`src/rtl/bus_load_decoder_if.sv`:
```
// ---------------------------------------------------------------------------
// bus_load_decoder_if
// Request/enable bus of the load decoder. Keeps the spec's signal names.
//   Code, in_valid, in_ready : request handshake (5-bit destination select)
//   stall                    : downstream hold
//   Enable, en_valid         : one-cycle one-hot load enable and its flag
//   err, err_code, err_clr   : sticky illegal-code report and its clear
//   issued                   : wrapping count of enables issued
// master = requester side, slave = decoder side.
// ---------------------------------------------------------------------------
interface bus_load_decoder_if;
    logic [4:0]  Code;
    logic        in_valid;
    logic        in_ready;
    logic        stall;
    logic [23:0] Enable;
    logic        en_valid;
    logic        err;
    logic [4:0]  err_code;
    logic        err_clr;
    logic [7:0]  issued;

    modport master (
        output Code, in_valid, stall, err_clr,
        input  in_ready, Enable, en_valid, err, err_code, issued
    );

    modport slave (
        input  Code, in_valid, stall, err_clr,
        output in_ready, Enable, en_valid, err, err_code, issued
    );
endinterface

```
`src/rtl/bus_load_decoder.sv`:
```
// ---------------------------------------------------------------------------
// bus_load_decoder
// Queues legal destination codes (0..23) in a 2-entry FIFO and issues one
// registered one-hot load enable per code, oldest first. Illegal codes
// (24..31) are accepted but only recorded in a sticky error report.
// Ports:
//   clock : system clock, rising edge
//   clear : asynchronous active-low reset
//   bus   : bus_load_decoder_if.slave (request handshake, enable, error,
//           issued counter)
// ---------------------------------------------------------------------------
module bus_load_decoder (
    input  logic                 clock,
    input  logic                 clear,
    bus_load_decoder_if.slave    bus
);
    // FIFO occupancy doubles as the state
    localparam logic [1:0] EMPTY = 2'd0;
    localparam logic [1:0] ONE   = 2'd1;
    localparam logic [1:0] FULL  = 2'd2;

    logic [1:0]  count_q, count_d;
    logic [4:0]  slot_q [2];
    logic [4:0]  slot_d [2];
    logic [23:0] enable_q, enable_d;
    logic        en_valid_q, en_valid_d;
    logic        err_q, err_d;
    logic [4:0]  err_code_q, err_code_d;
    logic [7:0]  issued_q, issued_d;

    logic accept, push, bad, pop;

    assign accept = bus.in_valid && (count_q != FULL);
    assign push   = accept && (bus.Code < 5'd24);
    assign bad    = accept && (bus.Code >= 5'd24);
    // Pop decision uses pre-edge count, so a push into EMPTY never pops
    assign pop    = (count_q != EMPTY) && !bus.stall;

    always_comb begin
        count_d    = count_q;
        slot_d     = slot_q;
        enable_d   = '0;
        en_valid_d = 1'b0;
        issued_d   = issued_q;
        err_d      = err_q;
        err_code_d = err_code_q;

        // slot_q[0] is always the head; a pop shifts slot 1 down
        case ({push, pop})
            2'b10: begin
                slot_d[count_q[0]] = bus.Code;
                count_d            = count_q + 2'd1;
            end
            2'b01: begin
                slot_d[0] = slot_q[1];
                count_d   = count_q - 2'd1;
            end
            // Only reachable in ONE: head leaves, new code becomes head
            2'b11: slot_d[0] = bus.Code;
            default: ;
        endcase

        if (pop) begin
            enable_d   = 24'd1 << slot_q[0];
            en_valid_d = 1'b1;
            issued_d   = issued_q + 8'd1;
        end

        // A new illegal code beats a simultaneous clear
        if (bad) begin
            err_d = 1'b1;
            if (!err_q || bus.err_clr)
                err_code_d = bus.Code;
        end else if (bus.err_clr) begin
            err_d      = 1'b0;
            err_code_d = '0;
        end
    end

    always_ff @(posedge clock or negedge clear) begin
        if (!clear) begin
            count_q    <= EMPTY;
            slot_q[0]  <= '0;
            slot_q[1]  <= '0;
            enable_q   <= '0;
            en_valid_q <= 1'b0;
            err_q      <= 1'b0;
            err_code_q <= '0;
            issued_q   <= '0;
        end else begin
            count_q    <= count_d;
            slot_q[0]  <= slot_d[0];
            slot_q[1]  <= slot_d[1];
            enable_q   <= enable_d;
            en_valid_q <= en_valid_d;
            err_q      <= err_d;
            err_code_q <= err_code_d;
            issued_q   <= issued_d;
        end
    end

    assign bus.in_ready = (count_q != FULL);
    assign bus.Enable   = enable_q;
    assign bus.en_valid = en_valid_q;
    assign bus.err      = err_q;
    assign bus.err_code = err_code_q;
    assign bus.issued   = issued_q;
endmodule

```
`src/flat_wrapper.sv`:
```
// flat-port wrapper written by rule: the top's interface ports become plain ports
module bus_load_decoder_flat 
  (clock, clear, bus_Code, bus_in_valid, bus_stall, bus_err_clr, bus_in_ready, bus_Enable, bus_en_valid, bus_err, bus_err_code, bus_issued);
  bus_load_decoder_if bus_i ();
  input  logic clock;
  input  logic clear;
  input wire logic [$bits(bus_i.Code)-1:0] bus_Code;
  input wire logic [$bits(bus_i.in_valid)-1:0] bus_in_valid;
  input wire logic [$bits(bus_i.stall)-1:0] bus_stall;
  input wire logic [$bits(bus_i.err_clr)-1:0] bus_err_clr;
  output wire logic [$bits(bus_i.in_ready)-1:0] bus_in_ready;
  output wire logic [$bits(bus_i.Enable)-1:0] bus_Enable;
  output wire logic [$bits(bus_i.en_valid)-1:0] bus_en_valid;
  output wire logic [$bits(bus_i.err)-1:0] bus_err;
  output wire logic [$bits(bus_i.err_code)-1:0] bus_err_code;
  output wire logic [$bits(bus_i.issued)-1:0] bus_issued;
  assign bus_i.Code = bus_Code;
  assign bus_i.in_valid = bus_in_valid;
  assign bus_i.stall = bus_stall;
  assign bus_i.err_clr = bus_err_clr;
  assign bus_in_ready = bus_i.in_ready;
  assign bus_Enable = bus_i.Enable;
  assign bus_en_valid = bus_i.en_valid;
  assign bus_err = bus_i.err;
  assign bus_err_code = bus_i.err_code;
  assign bus_issued = bus_i.issued;
  bus_load_decoder u_core (.clock(clock), .clear(clear), .bus(bus_i));
endmodule
```
`config.mk`:
```
export PLATFORM = sky130hd
export DESIGN_NAME = bus_load_decoder_flat
export DESIGN_NICKNAME = d
export VERILOG_FILES = /design/src/rtl/bus_load_decoder_if.sv /design/src/rtl/bus_load_decoder.sv /design/src/flat_wrapper.sv
export SDC_FILE = /design/constraint.sdc
export NUM_CORES = 1
export LEC_CHECK = 0
export CAP_MARGIN = 20
export CORE_UTILIZATION = 44
export DETAILED_ROUTE_END_ITERATION = 7
export PLACE_DENSITY_LB_ADDON = 0.25
export SETUP_SLACK_MARGIN = 0.3
export SYNTH_ARGS = -nofsm -noshare
export SYNTH_HDL_FRONTEND = slang
export SYNTH_SLANG_ARGS = --single-unit
```
`constraint.sdc`:
```
create_clock -name clock -period 3.4 [get_ports clock]
set_input_delay 0.34 -clock clock [delete_from_list [all_inputs] [get_ports clock]]
set_output_delay 0.34 -clock clock [all_outputs]
set_load 0.005 [all_outputs]
```
==> run summary <==
Route
* 13.2 um — drt wl/cell
* 0 — antenna-violating nets left
* 0 — number of remaining DRC errors
* 4 — Pre-antenna DRT Iters
* 3660 um — total wire length after detailed routing
* 5.03 — ratio of routed vias to standard cells
* 1398 — via count
* 49 — violation count after the first detailed-routing iteration

Worst hold path
* in2async — min-delay worst type

Place
* 49 — Port-buffer cells
* 2700 um — dpl hpwl
* 0.00258 mm^2 — standard cell area after detailed placement
* 0.724 — final estimated routing congestion in global placement
* 269 — cell count after placement

Clock tree
* 51 — TritonCTS sink count
* 300 ps — latest clock arrival within the worst-skew pair
* 2 — number of buffers between clock root and the deepest sink
* 0 — hold buffer count at CTS
* 80 ps — clock-pin transition on the worst setup and hold timing paths
* 5 — cts bufs inserted
* clkbuf_8 — library cell used as clock root buffer
* 0 — Post-CTS Setup Repair Bufs
* 2 — depth of the CTS H-tree
* yes — TritonCTS clock tree
* 0 — count of cells resized by post-cts repair

Setup path
* register — Worst setup EP type
* in2reg — type of the setup path with the least slack
* 2 — CP Buf/Inv Count
* 2360 ps — arrival time of the worst setup path
* 14 — CP max FO
* buffers and inverters — family of cells with the greatest summed delay on the critical path
* 3570 ps — CP Data Required Time
* clkdlybuf4s50_1 — Slowest cell on crit path
* clkdlybuf4s50_1 > o21bai_4 > inv_1 > ha_1 > a22oi_1 > nor2_1 > a31oi_1 > a21oi_1 — cell-by-cell trace of the critical path
* 660 ps — Slowest Stage Delay on Critical Path
* input pin — CP Launch Type
* 1270 ps — worst setup slack for register-to-register paths

STA
* 0 — final count of negative-setup-slack endpoints
* 3.13 ps — skew final
* -9.53 ps — Worst Hold Margin
* 0.681 — Rel. slew slack
* 0 ps — final total negative setup slack
* false — unrepaired setup endpoints after global routing
* 0 — max-slew violations
* 2190 ps — Min Clock Period, post-route
* 0.645 — share of the cycle needed by the critical path after routing
* 456 MHz — upper clock frequency limit
* 21 — count of endpoints failing hold in the final timing report
* 479 ps — Worst Max-Slew Pin Slew

Global routing
* 6320 um — wire length of the first global-routing pass
* 0 — initial antenna violation count
* 0.163 — global-route usage over all layers
* 0 — gr ovfl total
* 1391 — via count of the first global-routing pass
* 52 — maximum number of pins on one net before global-route repair

Layout
* 240 — post-layout net count
* 0.115 — layout cell share with drive strength beyond 1
* 278 — final standard cell count with taps included and fillers excluded
* 31.9% — post-synthesis to final-layout area growth
* 0.616 — post-layout utilization of the core
* 0 — # diodes
* 0.00272 mm^2 — fin area
* 382 — number of filler cells placed in the layout

Die
* 0.00496 mm^2 — die area
* 50 — Boundary Pins
* 0.00441 mm^2 — core region area
* 24 — num rows
* 70.5 um — overall die width
* 70.5 um — Vert. Die Dim
* 0.467 — starting utilization of the core area

Synth
* 0 — number of synthesis warnings
* 51 — synthesized flop and latch total
* 0.619 — fraction of the yosys area taken by sequential cells
* 187 — total nets after synthesis
* 0.00206 mm^2 — mapped cell area
* 12.0 um^2 — Mean Syn Cell Area
* 36 — unique cell type count in the Yosys netlist
* 172 — synthesized netlist cell count

Power and ir drop
* 1.22 nW — leakage component of the power
* 0.000459 V — worst supply voltage drop on vdd
* 717 mW/mm^2 — power density over cell area

Outcome
* hold timing — violations in the final reports
* complete, but fails checks — outcome

Flow run
* 0 — maxcap violations

## registers in the layout (all words and copies together), names as in the netlist
name,count
u_core.bus.err,1
u_core.slot_q,10
u_core.bus.en_valid,1
u_core.bus.issued,8
u_core.bus.err_code,5
u_core.count_q,2
u_core.bus.Enable,24
## placed cells by master (no fill, tap or decap), types with 2 or more instances in the layout
cell type        instances
dfrtp_1                 51
clkdlybuf4s50_1         48
nor2_1                  35
nand2_1                 11
xnor2_1                  7
clkbuf_8                 6
nand3_1                  5
inv_1                    5
mux2_2                   5
a21oi_1                  5
ha_1                     5
a22oi_1                  4
a31oi_1                  4
xor2_1                   3
a22o_1                   3
nor2_2                   2
nand2b_1                 2
nand4_1                  2
a21oi_2                  2
a21o_1                   2
## worst reg2reg max path, cell delays in order, from the launching register on
cell and delay, ps:
dfrtp_1 530, o21bai_4 400, inv_1 230, ha_1 320, a22oi_1 210, nor2_1 60, a31oi_1 170, a21oi_1 80
## cell families (layout without fill, tap and decap cells)
kind of cell               after synthesis  count (layout)  synth area share
AOI/OAI and AO/OA                       24              24            0.0874
xor gates and xnor gates                10              10            0.0425
adders and majority gates                5               5            0.0303
buffers and inverters                    9              63            0.0243
DFF                                     51              51             0.619
muxes                                    5               5            0.0273
and+or+nand+nor                         68              68             0.169
## cell usage after synthesis
master     n  share of area
o21bai_4   1         0.0091
nand2b_4   1         0.0067
nor2_1    35          0.064
nand2b_1   2         0.0061
nand3_1    5          0.012
a21oi_2    2         0.0085
a21oi_1    5          0.012
inv_1      5         0.0091
nor3_1     1         0.0024
nand2b_2   1         0.0042
and3_1     1         0.0030
xor2_1     3          0.013
xnor2_1    7          0.030
nand2_2    1         0.0030
ha_1       5          0.030
a31oi_1    4          0.012
o21a_1     1         0.0036
nand4_1    2         0.0061
buf_2      1         0.0024
a22oi_1    4          0.015
nor2_2     2         0.0061
or2_2      1         0.0030
a32oi_1    1         0.0042
nand3b_1   1         0.0036
o22ai_1    1         0.0030
buf_6      2          0.011
nand4b_1   1         0.0042
mux2_2     5          0.027
dfrtp_1   51           0.62
a21o_1     2         0.0073
nand2_1   11          0.020
nor4b_4    1          0.012
nand4_4    1          0.010
buf_1      1         0.0018
nor2b_1    1         0.0030
a22o_1     3          0.013
## path summary, 6_finish.rpt
check	cells past startpoint	to	start
min	1	u_core.bus.Enable[1]	clear
max reg2reg	7	u_core.slot_q[6]	u_core.count_q[0]
max in group asynchronous	2	u_core.bus.issued[3]	clear
min reg2reg	1	u_core.bus.issued[7]	u_core.bus.issued[7]
min in group clock	1	u_core.bus.issued[7]	u_core.bus.issued[7]
max	8	u_core.slot_q[6]	bus_stall
## layer usage
metal,wire [um],up-vias,global-route usage
met5,0,-,0
met4,51,0,0.0600
met3,177,7,0.0361
met2,1830,38,0.277
met1,1600,674,0.204
li1,-,679,-
## report_power, final
part | internal (mW) | leakage (nW) | total, mW | switching (mW)
Sequential | 0.749 | 0.672 | 0.901 | 0.152
Clock | 0.238 | 0.0612 | 0.425 | 0.187
Combinational | 0.330 | 0.486 | 0.623 | 0.293
## through the flow
| stage | power, mW | hold slack [ps] | setup slack (ps) |
|---|---|---|---|
| after floorplan | 1.29 | 44.4 | 1760 |
| after global placement | 1.52 | 468 | 996 |
| after detailed placement | 1.54 | 474 | 928 |
| after CTS | 1.96 | 273 | 1190 |
| after global routing | 2.08 | 9.57 | 1020 |
| final | 1.95 | -9.53 | 1210 |
## layout make-up
class / count / area, um^2 / share of cell area
sequential: 51 / 1280 / 0.469
multi-input combinational: 112 / 736 / 0.271
timing repair buffer: 50 / 505 / 0.186
clock buffer: 6 / 82.6 / 0.0304
tap: 52 / 65.1 / 0.0239
clock inverter: 2 / 35.0 / 0.0129
inverter: 5 / 18.8 / 0.00690
Power figures use the tool's default switching activity.
